### config.mk
export PLATFORM = sky130hd
export DESIGN_NAME = math_addsub_pipe
export DESIGN_NICKNAME = d
export VERILOG_FILES = /design/src/rtl/math_addsub_pipe_pkg.sv /design/src/rtl/math_addsub_pipe_shift_reg.sv /design/src/rtl/math_addsub_pipe.sv
export SDC_FILE = /design/constraint.sdc
export NUM_CORES = 1
export LEC_CHECK = 0
export ABC_AREA = 1
export ABC_CLOCK_PERIOD_IN_PS = 13350
export BUFFER_PORTS_ARGS = -buffer_cell sky130_fd_sc_hd__buf_2
export CORE_MARGIN = 3
export CORE_UTILIZATION = 59
export DETAILED_ROUTE_END_ITERATION = 16
export PLACE_DENSITY = 0.9
export SLEW_MARGIN = 30
export SYNTH_ARGS = -nofsm -noshare
export SYNTH_HDL_FRONTEND = slang
export SYNTH_SLANG_ARGS = --single-unit
### constraint.sdc
create_clock -name clk -period 13.35 [get_ports clk]
set_input_delay 0.6675 -clock clk [delete_from_list [all_inputs] [get_ports clk]]
set_output_delay 0.6675 -clock clk [all_outputs]
set_load 0.01 [all_outputs]
### src/rtl/math_addsub_pipe_pkg.sv
// Shared math constants for the segmented add/sub pipeline: segment count,
// latency and the width legality check.
package math_addsub_pipe_pkg;

    function automatic int calc_nseg(input int width, input int seg_w);
        return width / seg_w;
    endfunction

    function automatic int calc_lat(input int width, input int seg_w);
        return calc_nseg(width, seg_w) + 1;
    endfunction

    function automatic bit width_ok(input int width, input int seg_w);
        return (seg_w > 0) && (width > 0) && ((width % seg_w) == 0);
    endfunction

endpackage

### src/rtl/math_addsub_pipe_shift_reg.sv
// Enable-gated delay line used for the operand skew, result deskew and
// valid pipelines; DEPTH=0 degenerates to a wire.
module shift_reg #(
    parameter int WIDTH = 1,
    parameter int DEPTH = 1
) (
    input  logic             clk,
    input  logic             rst,
    input  logic             ena,
    input  logic [WIDTH-1:0] din,
    output logic [WIDTH-1:0] dout
);

    generate
        if (DEPTH == 0) begin : g_pass
            assign dout = din;
        end else begin : g_regs
            logic [WIDTH-1:0] stages [DEPTH];

            always_ff @(posedge clk or posedge rst) begin
                if (rst) begin
                    for (int i = 0; i < DEPTH; i++) stages[i] <= '0;
                end else if (ena) begin
                    stages[0] <= din;
                    for (int i = 1; i < DEPTH; i++) stages[i] <= stages[i-1];
                end
            end

            assign dout = stages[DEPTH-1];
        end
    endgenerate

endmodule

### src/rtl/math_addsub_pipe.sv
// Carry-segmented pipelined adder/subtractor: one SEG_W slice per stage,
// operands skewed in and results deskewed out so full throughput is kept.
module math_addsub_pipe
    import math_addsub_pipe_pkg::*;
#(
    parameter int WIDTH  = 96,
    parameter int SEG_W  = 48,
    parameter int SIGNED = 0
) (
    input  logic             clk,
    input  logic             rst,
    input  logic             ena,
    input  logic             vld_in,
    input  logic             sub,
    input  logic [WIDTH-1:0] dina,
    input  logic [WIDTH-1:0] dinb,
    output logic [WIDTH:0]   dout,
    output logic             ovf,
    output logic             vld_out
);

    localparam int NSEG = calc_nseg(WIDTH, SEG_W);
    localparam int LAT  = calc_lat(WIDTH, SEG_W);
    localparam int SKW  = 2 * SEG_W + 1;

    generate
        if (!width_ok(WIDTH, SEG_W)) begin : g_bad_width
            $error("math_addsub_pipe: WIDTH must be a positive multiple of SEG_W");
        end
    endgenerate

    logic [NSEG-1:0]  carry;
    logic [WIDTH-1:0] sum_aligned;
    logic             top_bit;

    for (genvar k = 0; k < NSEG; k++) begin : g_seg
        logic [SKW-1:0]   skew_in;
        logic [SKW-1:0]   skew_out;
        logic             seg_sub;
        logic [SEG_W-1:0] seg_a;
        logic [SEG_W-1:0] seg_b;
        logic [SEG_W-1:0] seg_bx;
        logic [SEG_W:0]   seg_full;
        logic             cin;
        logic [SEG_W-1:0] sum_q;
        logic             carry_q;
        logic [SEG_W-1:0] sum_out;

        assign skew_in = {sub, dina[k*SEG_W +: SEG_W], dinb[k*SEG_W +: SEG_W]};

        if (k == 0) begin : g_noskew
            assign skew_out = skew_in;
        end else begin : g_skew
            shift_reg #(.WIDTH(SKW), .DEPTH(k)) u_skew (
                .clk(clk), .rst(rst), .ena(ena), .din(skew_in), .dout(skew_out)
            );
        end

        assign {seg_sub, seg_a, seg_b} = skew_out;
        assign seg_bx = seg_sub ? ~seg_b : seg_b;

        // Subtraction is a + ~b + 1, so the lowest segment takes sub as its carry-in.
        if (k == 0) begin : g_cin0
            assign cin = seg_sub;
        end else begin : g_cink
            assign cin = carry[k-1];
        end

        assign seg_full = {1'b0, seg_a} + {1'b0, seg_bx} + {{SEG_W{1'b0}}, cin};

        always_ff @(posedge clk or posedge rst) begin
            if (rst) begin
                sum_q   <= '0;
                carry_q <= 1'b0;
            end else if (ena) begin
                sum_q   <= seg_full[SEG_W-1:0];
                carry_q <= seg_full[SEG_W];
            end
        end

        assign carry[k] = carry_q;

        // Bit WIDTH is the sum of the operands' extension bits plus the final carry.
        if (k == NSEG - 1) begin : g_top
            logic ext_q;

            always_ff @(posedge clk or posedge rst) begin
                if (rst) begin
                    ext_q <= 1'b0;
                end else if (ena) begin
                    ext_q <= ((SIGNED != 0) ? seg_a[SEG_W-1] : 1'b0) ^
                             ((SIGNED != 0) ? seg_bx[SEG_W-1] : seg_sub);
                end
            end

            assign top_bit = ext_q ^ carry_q;
        end

        if (k == NSEG - 1) begin : g_nodeskew
            assign sum_out = sum_q;
        end else begin : g_deskew
            shift_reg #(.WIDTH(SEG_W), .DEPTH(NSEG - 1 - k)) u_deskew (
                .clk(clk), .rst(rst), .ena(ena), .din(sum_q), .dout(sum_out)
            );
        end

        assign sum_aligned[k*SEG_W +: SEG_W] = sum_out;
    end

    always_ff @(posedge clk or posedge rst) begin
        if (rst) begin
            dout <= '0;
            ovf  <= 1'b0;
        end else if (ena) begin
            dout <= {top_bit, sum_aligned};
            ovf  <= (SIGNED != 0) ? (top_bit ^ sum_aligned[WIDTH-1]) : top_bit;
        end
    end

    shift_reg #(.WIDTH(1), .DEPTH(LAT)) u_vld (
        .clk(clk), .rst(rst), .ena(ena), .din(vld_in), .dout(vld_out)
    );

endmodule

[After elaboration in Yosys (flattened, before gate mapping)]
Index checks and enable logic that the tools add are counted.
Storage, ports and cells
  register bits: 345
  input bits: 197
  output and inout port bits: 99
  word-level logic and storage cells: 21
Cells by class
  $add $sub $neg: 4
  multiplexer cells: 2
  bitwise operators: 3
Operator list (count)
  $add A48 B48 Y49: 2
  $add A49 B1 Y49: 2
  $mux W48: 2
  $not A48 Y48: 2
  $xor A1 B1 Y1: 1

[Longest topological paths before layout]
Gate-level depths: netlist of run 1.
  depth after elaboration: 4
  depth in mapped cells: 18
  depth with buffers taken out: 17

[Hierarchy]
A second synthesis of run 1 with hierarchy kept.
Unflattened totals
  cell total of the unflattened synthesis: 3180
  area, all modules: 21780.9 sq um
By module, submodules not included
  math_addsub_pipe: times used 1, cells each 2551, area each 16183.0 sq um, sequential area each 4904.7 sq um
  shift_reg (g_seg[1].g_skew.u_skew): times used 1, cells each 411, area each 3672.3 sq um, sequential area each 2427.3 sq um
  shift_reg (g_seg[0].g_deskew.u_deskew): times used 1, cells each 204, area each 1809.2 sq um, sequential area each 1201.2 sq um
  shift_reg (u_vld): times used 1, cells each 14, area each 116.4 sq um, sequential area each 75.1 sq um

[Worst setup path after synthesis of run 1]
OpenSTA, ideal clock, no wires.
  kind: input -> register
  start point: input sub
  end point: register g_seg[0].sum_q[26]
  setup time: 0.117 ns
  arrival: 2.642 ns
  required time: 13.233 ns
  slack: 10.591 ns
  stages on the path: 15
  buffers on the path: 3
  cell sequence: buf_2 buf_2 buf_2 xor2_1 ha_1 nand2_1 inv_1 nand2_1 nand2_1 nand3b_4 nand2_1 nand3_1 or2_2 nand3_1 nand2_1
On the way
  longest elaborated chain between the ends: 3
Ends and longest elaborated chain
  from (decl): line math_addsub_pipe.sv:14  | input logic sub,
  $mux W48: line math_addsub_pipe.sv:60  | assign seg_bx = seg_sub ? ~seg_b : seg_b;
  $add A48 B48 Y49: line math_addsub_pipe.sv:69  | assign seg_full = {1'b0, seg_a} + {1'b0, seg_bx} + {{SEG_W{1'b0}}, cin};
  $add A49 B1 Y49 *: line math_addsub_pipe.sv:69
  to (signal assigned): line math_addsub_pipe.sv:76  | sum_q <= seg_full[SEG_W-1:0];
  to (decl): line math_addsub_pipe.sv:45  | logic [SEG_W-1:0] sum_q;
Mark *: on every way between the ends. The rest lies on a longest branch, timed or not.
A chain may end at the register's enable or synchronous reset.

[Worst setup path after layout of run 1]
  start point: register g_seg[1].g_skew.u_skew.g_regs.stages, in the netlist g_seg[1].g_skew.u_skew.dout[96]
  end point: register g_seg[1].sum_q[38]
On the way
  longest elaborated chain between the ends: 3
Ends and longest elaborated chain
  from (decl): line math_addsub_pipe_shift_reg.sv:18  | logic [WIDTH-1:0] stages [DEPTH];
  $mux W48: line math_addsub_pipe.sv:60
  $add A48 B48 Y49: line math_addsub_pipe.sv:69
  $add A49 B1 Y49: line math_addsub_pipe.sv:69
  to (signal assigned): line math_addsub_pipe.sv:76
  to (decl): line math_addsub_pipe.sv:45
Every way passes these cells.

==> results of run 1 <==
cell usage in the layout, fill, tap and decap left out, drive strengths merged:
| cell | netlist | routed |
|---|---|---|
| a21o | 5 | 5 |
| a22oi | 1 | 1 |
| nor2 | 178 | 178 |
| and3 | 2 | 2 |
| buf | 49 | 304 |
| dfrtp | 344 | 344 |
| nor3b | 1 | 1 |
| clkinv | 0 | 11 |
| clkbuf | 40 | 50 |
| nand2 | 1422 | 1422 |
| o21ai | 155 | 155 |
| fa | 3 | 3 |
| xnor2 | 36 | 36 |
| o31ai | 1 | 1 |
| nand3 | 121 | 121 |
| or2 | 14 | 14 |
| nor3 | 16 | 16 |
| nand3b | 34 | 34 |
| o21bai | 7 | 7 |
| ha | 94 | 94 |
| a21oi | 58 | 58 |
| nor4 | 1 | 1 |
| bufinv | 0 | 4 |
| nand4 | 19 | 19 |
| inv | 416 | 420 |
| o21a | 14 | 14 |
| xor2 | 95 | 95 |
| and2 | 3 | 3 |
| o22ai | 1 | 1 |
routing by layer:
metal,wire [um],up-vias,track usage
li1,-,10087,-
met1,27300,9446,0.459
met2,27700,846,0.502
met3,5310,97,0.0524
met4,1440,0,0.0734
met5,0,-,0
power groups by stage:
stage	clock network, mW	logic, mW	registers (mW)
finish	1.08	1.20	1.40
global route	1.14	1.34	1.42
CTS	1.09	1.19	1.39
detailed placement	0	1.17	1.41
global placement	0	1.15	1.40
floorplan	0	0.771	1.40
worst max-delay path, cell delays in order, from the launching register on:
cell and delay (ns):
dfrtp_2 0.75, buf_4 0.53, xor2_1 0.19, ha_1 0.41
nand2_1 0.13, nor2_1 0.20, nand2_1 0.14, nor2_1 0.11
nand2_1 0.06, nand3b_1 0.21, nand2_1 0.15, nand2_1 0.09
nand2_1 0.05, nand3_1 0.07, nand2_1 0.07
state kept, by name, indices dropped and copies added, names as in the netlist:
signal                        count
g_seg.sum_out                    48
g_seg.sum_q                      48
g_seg.carry_q                     2
dout                             97
g_seg.g_top.ext_q                 1
u_vld.dout                        1
g_seg.g_deskew.u_deskew.dout     48
g_seg.g_skew.u_skew.dout         97
u_vld.g_regs.stages               2
area by class of cell:
| type | instances | area [sq um] | area share |
|---|---|---|---|
| multi-input cells | 2281 | 11000 | 0.447 |
| clock buffers | 49 | 1050 | 0.0425 |
| inverters | 416 | 1580 | 0.0638 |
| repair buffers | 305 | 1620 | 0.0654 |
| clock inverters | 19 | 233 | 0.00942 |
| well taps | 461 | 577 | 0.0233 |
| flip-flops and latches | 344 | 8610 | 0.348 |
worst min-delay path by stage:
stage,startpoint,end,depth (start not counted)
global placement,dout[61],dout[61],2
detailed placement,dout[81],dout[81],2
finish,rst,dout[0],2
CTS,rst,dout[0],2
global route,rst,dout[0],2
floorplan,g_seg[0].g_deskew.u_deskew.dout[44],g_seg[0].g_deskew.u_deskew.dout[44],2
through the flow:
| step | hold slack [ns] | total power, mW | setup WS, ns | instances |
|---|---|---|---|---|
| after CTS | 0.269 | 3.67 | 10.08 | 3874 |
| final | 0.236 | 3.68 | 10.05 | 3875 |
| after detailed placement | 0.454 | 2.58 | 10.0 | 3806 |
| after floorplan | 0.442 | 2.17 | 3.15 | 3130 |
| after global placement | 0.450 | 2.55 | 9.94 | 3805 |
| after global routing | 0.286 | 3.90 | 9.81 | 3875 |
cells by family after synthesis:
logic type      count (synthesis)  synth area share
buf+inv                       505            0.0918
fa+ha+maj                      97            0.0571
xor+xnor                      131            0.0530
compound gates                242            0.0597
flops                         344             0.398
simple gates                 1811             0.341
==> impl_metrics.toml, run 1 <==
[status]
outcome = "completed"

[timing]
finalCritPeriodShare = 0.247
fin_setup_tns_ns = 0
post-route-min-period_ns = 3.30
final_hold_viol_count = 0
setup_viol = 0
max-slew-margin-rel = 0.363
fmax_ghz = 0.303
worst-slew-pin-transition_ns = 0.955
fin_skew_ns = 0.0123
slew_viol_final = 0
rsz0062_at_grt = "false"

[floorplan]
die_w_um = 198
die_y_um = 198
num_rows = 69
core_area_sq_um = 35800
ioPinCount = 296
initial_utilization = 0.604
dieArea_sq_um = 39000

[yosys]
synth_seq_cells = 344
synthArstFlopShare = 1.00
yosysWarningCount = 0
synthCells = 3130
avgSynthCellArea_sq_um = 6.91
synth_fp_nets = 3424
yosysTopAreaCellShare = 0.398
synth_area_sq_um = 21600
synth_commonest_cells = "nand2_1, inv_1, dfrtp_1"
synth-edff-count = 0
synthTopCellsByArea = "dfrtp_1, nand2_1, inv_1, ha_1, xor2_1"
yosysSeqAreaShare = 0.398
synth_ff_type = "dfrtp_1"
yosysTopAreaCell = "dfrtp_1"
synth.most_common_cell = "nand2_1"
ys_types = 39

[clock_network]
cts-root-buf = "clkbuf_16"
clk_latency_ns = 0.56
post_cts_buffers = 0
cts_resized = 0
hold_buffers = 0
clock_path_buffers = 3
path_clk_slew_ns = 0.06
clock-sinks = 344
tritoncts = "built"
htree_levels = 2
cts_buffers = 37

[setup_path]
crit_end = "g_seg[1].sum_out[38]"
critPathKind = "reg -> reg"
cp-startpoint = "g_seg[1].g_skew.u_skew.dout[96]"
crit_required_ns = 13.78
r2r_cells = 14
reg2reg_to = "g_seg[1].sum_out[38]"
arrival_ns = 3.74
r2r_slack_ns = 10.05
worst-path-max-fanout = 29
end_kind = "register"
r2r-start = "g_seg[1].g_skew.u_skew.dout[96]"
start_kind = "register"

[drt]
postRouteAntennaNets = 0
first_pass_iters = 8
drt-total-wl_um = 61800
dr_total_vias = 20476
drt_iter0_markers = 1999
drcViolationCount = 0
wl_per_cell_um = 15.9
vias_per_cell = 5.28

[pwr]
power_leakage_nw = 14.1
swShare = 0.369
switching_power_mw = 1.36
ir_drop_v = 0.000115
internal-power_mw = 2.32
comb_power_share = 0.326
pwr-share-seq = 0.379
powerDensity_nw_per_um2 = 149
clockPowerShare = 0.295

[layout]
drive_gt1_frac = 0.125
n_fill_cell = 3036
antenna_cells = 0
final_nets = 3679
final_area_sq_um = 24700
area.growth.synth_to_final_pct = 14.2
final_util = 0.690

[global_route]
grt_pass1_vias = 19182
grtUsageTotal = 0.316
grt_pass1_wl_um = 98900
grt.overflow.total = 0
grt_antenna_before_repair = 0
grt_max_degree = 177

[placed_design]
place_area_sq_um = 23400
io_buffer_count = 295
gp_congestion = 0.978
hpwl_um = 46700

[flow_run]
drv_cap = 0

[worst_hold_path]
hold_class = "in -> async"
No activity file was read; power rests on OpenSTA's default activity.
==> run 2, diff against run 1 <==
ABC_CLOCK_PERIOD_IN_PS = 3000   (was 13350)
CORE_UTILIZATION = 53   (was 59)
PLACE_DENSITY = 0.85   (was 0.9)
clock period = 3 ns   (was 13.35 ns; I/O delays follow)
==> impl_metrics.toml, run 2 (synthesized netlist as in run 1, its figures left out) <==
[timing]
final_hold_viol_count = 0
max-slew-margin-rel = 0.536
post-route-min-period_ns = 2.70
worst-slew-pin-transition_ns = 0.697
finalCritPeriodShare = 0.900
fmax_ghz = 0.370
setup_viol = 0
slew_viol_final = 0
fin_setup_tns_ns = 0
rsz0062_at_grt = "false"
fin_skew_ns = 0.0283

[placed_design]
io_buffer_count = 295
hpwl_um = 48500
gp_congestion = 0.977
place_area_sq_um = 23700

[drt]
drt_iter0_markers = 1986
wl_per_cell_um = 16.2
vias_per_cell = 5.14
drcViolationCount = 0
postRouteAntennaNets = 0
dr_total_vias = 20903
drt-total-wl_um = 65800
first_pass_iters = 6

[layout]
top_regs = "dout (97), g_seg.g_skew.u_skew.dout (97)"
n_fill_cell = 3458
drive_gt1_frac = 0.126
mostFrequentLayoutCells = "nand2_1, inv_1, dfrtp_1"
final_common_cell = "nand2_1"
final_area_sq_um = 26100
final_nets = 3803
area.growth.synth_to_final_pct = 20.4

[worst_hold_path]
holdPathStages = 3
hp-start = "sub"
worstHoldEndpoint = "g_seg[1].g_skew.u_skew.dout[96]"
hold_class = "in -> reg"

[clock_network]
tritoncts = "built"
clk_latency_ns = 0.56
cts-root-buf = "clkbuf_16"
htree_levels = 2
cts_buffers = 38
path_clk_slew_ns = 0.06
cts_resized = 0
post_cts_buffers = 0
hold_buffers = 101
clock_path_buffers = 3
clock-sinks = 344

[floorplan]
die_y_um = 208
dieArea_sq_um = 43300
die_w_um = 208
initial_utilization = 0.541
ioPinCount = 296
num_rows = 73
core_area_sq_um = 40000

[setup_path]
start_kind = "register"
crit_required_ns = 3.42
crit_chain = "buf_4, xor2_1, ha_1, nand2_1, nor2_1, nand2_1, nand2_2, nand2_1, nand3b_1, nand2_1, nand2_1, nand2_1, nand3_1, nand2_1"
crit_slowest_cell = "dfrtp_2"
r2r_slack_ns = 0.30
reg2reg_to = "g_seg[1].sum_out[39]"
end_kind = "register"
worst-path-max-fanout = 19
crit_top_cell = "nand2_1"
critPathKind = "reg -> reg"
arrival_ns = 3.12
r2r-start = "g_seg[1].g_skew.u_skew.dout[96]"
cp_slowest_stage_delay_ns = 0.43
r2r_cells = 14

[global_route]
grt.overflow.total = 0
grt_pass1_wl_um = 104000
grt_antenna_before_repair = 2
grtUsageTotal = 0.299
grt_max_degree = 124
grt_pass1_vias = 19896

[pwr]
ir_drop_v = 0.000460
power_leakage_nw = 14.6
powerDensity_nw_per_um2 = 634

[status]
outcome = "completed"

[flow_run]
drv_cap = 0
## run 2: cell types whose count changed in the layout (fill, tap and decap cells not counted), sizes merged
cell and delta:
diode +2, clkinvlp +2, clkinv -2, buf +22, dlygate4sd3 +101, clkbuf +4, bufinv -2, inv -1
## run 2: worst max-delay path, delay by kind of cell, from the launching register on
family | cells | cell delay [ns]
xor+xnor | 1 | 0.19
fa+ha+maj | 1 | 0.36
buf+inv | 1 | 0.24
flops | 1 | 0.43
simple gates | 11 | 1.33
## run 2: power breakdown
part           internal [mW]  switching (mW)
Combinational           2.01            3.53
Clock                   2.77            2.00
Sequential              5.61           0.594
## run 2: stage by stage
stage / total power, mW / util / hold WS (ns) / cells / setup slack (ns)
final: 16.5 / 0.651 / 0.0471 / 4065 / 0.299
after global routing: 17.5 / 0.651 / 0.0328 / 4065 / 0.0784
after CTS: 16.5 / 0.651 / 0.0172 / 4062 / 0.331
after detailed placement: 11.5 / 0.593 / 0.356 / 3892 / 0.359
after global placement: 11.4 / 0.593 / 0.352 / 3892 / 0.371
after floorplan: 9.68 / - / 0.267 / 3130 / -1.75
## run 2: worst max-delay path by stage
stage,to,start,depth (start not counted)
floorplan,dout[0],rst,1
global placement,g_seg[1].sum_out[39],g_seg[1].g_skew.u_skew.dout[96],14
detailed placement,g_seg[1].sum_out[38],g_seg[1].g_skew.u_skew.dout[96],15
CTS,g_seg[1].sum_out[38],g_seg[1].g_skew.u_skew.dout[96],15
global route,g_seg[1].sum_out[38],g_seg[1].g_skew.u_skew.dout[96],15
finish,g_seg[1].sum_out[39],g_seg[1].g_skew.u_skew.dout[96],14
## run 2: area by class of cell
class	count	area (sq um)	share of cell area
clock buffers	53	1100	0.0422
repair buffers	428	2890	0.111
well taps	525	657	0.0252
inverters	416	1570	0.0604
multi-input cells	2281	11000	0.424
flip-flops and latches	344	8610	0.330
diodes	2	5.00	0.000192
clock inverters	16	180	0.00692
## run 2: metal layers
metal / vias up / GRT usage / routed length [um]
met5: - / 0 / 0
met3: 144 / 0.0537 / 5300
met1: 9594 / 0.415 / 28500
met4: 0 / 0.115 / 2590
met2: 849 / 0.469 / 29500
li1: 10316 / - / -
==> run 3, diff against run 2 <==
ABC_CLOCK_PERIOD_IN_PS = 3500   (was 3000)
CORE_UTILIZATION = 60   (was 53)
PLACE_DENSITY = 0.91   (was 0.85)
clock period = 3.5 ns   (was 3 ns; I/O delays follow)
==> impl_metrics.toml, run 3 (synthesized netlist as in run 1, its figures left out) <==
[status]
outcome = "completed"

[layout]
final_nets = 3792
mostFrequentLayoutCells = "nand2_1, inv_1, dfrtp_1"
final_common_cell = "nand2_1"
drive_gt1_frac = 0.123
top_regs = "dout (97), g_seg.g_skew.u_skew.dout (97)"
final_cells = 3985
area.growth.synth_to_final_pct = 19.5

[drt]
drt_iter0_markers = 2111
wl_per_cell_um = 16.9
drt-total-wl_um = 67400
first_pass_iters = 9
dr_total_vias = 21305
drcViolationCount = 0
postRouteAntennaNets = 0
vias_per_cell = 5.35

[timing]
slew_viol_final = 0
post-route-min-period_ns = 2.92
max-slew-margin-rel = 0.462
final_hold_viol_count = 0
setup_viol = 0
worst-slew-pin-transition_ns = 0.806
rsz0062_at_grt = "false"
fmax_ghz = 0.342
finalCritPeriodShare = 0.835
fin_ws_ns = 0.578
fin_skew_ns = 0.0263

[setup_path]
cp_top_family = "simple AND/OR/NAND/NOR gates"
crit_chain = "buf_12, xor2_1, ha_1, nand2_1, nor2_1, nand2_1, nor2_1, inv_1, nor2_1, nand2_1, nand3_1, nand2_1, nand3_1, nand2_1"
cp_slowest_stage_delay_ns = 0.58
critPathBufInv = 2
end_kind = "register"
crit_top_cell = "nand2_1"
critPathKind = "reg -> reg"
start_kind = "register"
crit_slowest_cell = "dfrtp_2"
crit_required_ns = 3.92
worst-path-max-fanout = 31
arrival_ns = 3.34

[floorplan]
die_y_um = 196
initial_utilization = 0.617
num_rows = 68
core_area_sq_um = 35100
ioPinCount = 296
dieArea_sq_um = 38400
die_w_um = 196

[placed_design]
numPlacedInstances = 3812
hpwl_um = 48300
io_buffer_count = 295
gp_congestion = 1.02
place_ws_ns = 0.713

[pwr]
comb_power_share = 0.339
ir_drop_v = 0.000450
powerDensity_nw_per_um2 = 550
power_leakage_nw = 14.5
internal-power_mw = 8.92
clockPowerShare = 0.287
switching_power_mw = 5.29
pwr-share-seq = 0.374
swShare = 0.372

[global_route]
grt_max_degree = 162
grt_pass1_vias = 20769
grtUsageTotal = 0.346
grt_antenna_before_repair = 3
grt_pass1_wl_um = 107000
grt.overflow.total = 0

[clock_network]
clk_latency_ns = 0.55
clock_path_buffers = 3
htree_levels = 2
cts-root-buf = "clkbuf_16"
tritoncts = "built"
path_clk_slew_ns = 0.07
clock-sinks = 344
post_cts_buffers = 0
cts_buffers = 37

[worst_hold_path]
hold_class = "in -> reg"

[flow_run]
drv_cap = 0
-- run 3: cell count changes in the layout (fill, tap and decap cells not counted), sizes merged --
cell / delta
clkbuf: -3
buf: -9
bufinv: +2
clkinvlp: +1
diode: +2
clkinv: -3
-- run 3: metal layers --
layer  GRT usage  share of wire
met1       0.477           0.42
met2       0.554           0.45
met3      0.0613          0.088
met4       0.125          0.037
met5           0              0
-- run 3: worst register-to-register path, stage by stage, from the launching register on --
cell     delay (ns)
dfrtp_2        0.58
buf_12         0.28
xor2_1         0.16
ha_1           0.46
nand2_1        0.15
nor2_1         0.25
nand2_1        0.15
nor2_1         0.17
inv_1          0.07
nor2_1         0.08
nand2_1        0.10
nand3_1        0.10
nand2_1        0.05
nand3_1        0.14
nand2_1        0.07
-- run 3: final timing paths --
| check | depth (start not counted) | slack [ns] | end | start |
|---|---|---|---|---|
| max in group asynchronous | 5 | 2.33 | g_seg[1].g_skew.u_skew.dout[37] | rst |
| min | 3 | 0.07 | g_seg[1].g_skew.u_skew.dout[0] | ena |
| max | 14 | 0.58 | g_seg[1].sum_out[43] | g_seg[1].g_skew.u_skew.dout[96] |
| max reg2reg | 14 | 0.58 | g_seg[1].sum_out[43] | g_seg[1].g_skew.u_skew.dout[96] |
| min reg2reg | 2 | 0.46 | dout[93] | dout[93] |
| min in group asynchronous | 3 | 0.14 | dout[5] | rst |
-- run 3: layout make-up --
type / count / area [sq um]
tap: 455 / 569
inverter: 416 / 1570
antenna: 4 / 10.0
clock buffer: 51 / 1040
fill: 2725 / 9210
multi-input combinational: 2281 / 11000
clock inverter: 16 / 215
sequential: 344 / 8610
timing repair buffer: 418 / 2790
-- run 3: per-stage QoR --
stage | util | TNS (ns) | hold WS, ns | instance area [sq um] | power, mW
after floorplan | - | -439.46 | 0.292 | 21600 | 8.29
after global placement | 0.672 | 0 | 0.376 | 23600 | 9.76
after detailed placement | 0.672 | 0 | 0.381 | 23600 | 9.89
after CTS | 0.736 | 0 | 0.0604 | 25800 | 14.1
after global routing | 0.737 | 0 | 0.103 | 25800 | 15.0
final | 0.737 | 0 | 0.0680 | 25800 | 14.2
-- run 3: power groups by stage --
stage / logic [mW] / clock network [mW] / registers, mW
final: 4.82 / 4.07 / 5.32
after global placement: 4.45 / 0 / 5.31
after detailed placement: 4.55 / 0 / 5.33
after floorplan: 2.94 / 0 / 5.35
after CTS: 4.70 / 4.10 / 5.29
after global routing: 5.34 / 4.26 / 5.40
-- run 3: repair_timing --
action                    4_1_cts  5_1_grt
gates resized for setup         0        0
hold buffers                  101        0
hold endpoints to repair      125        0
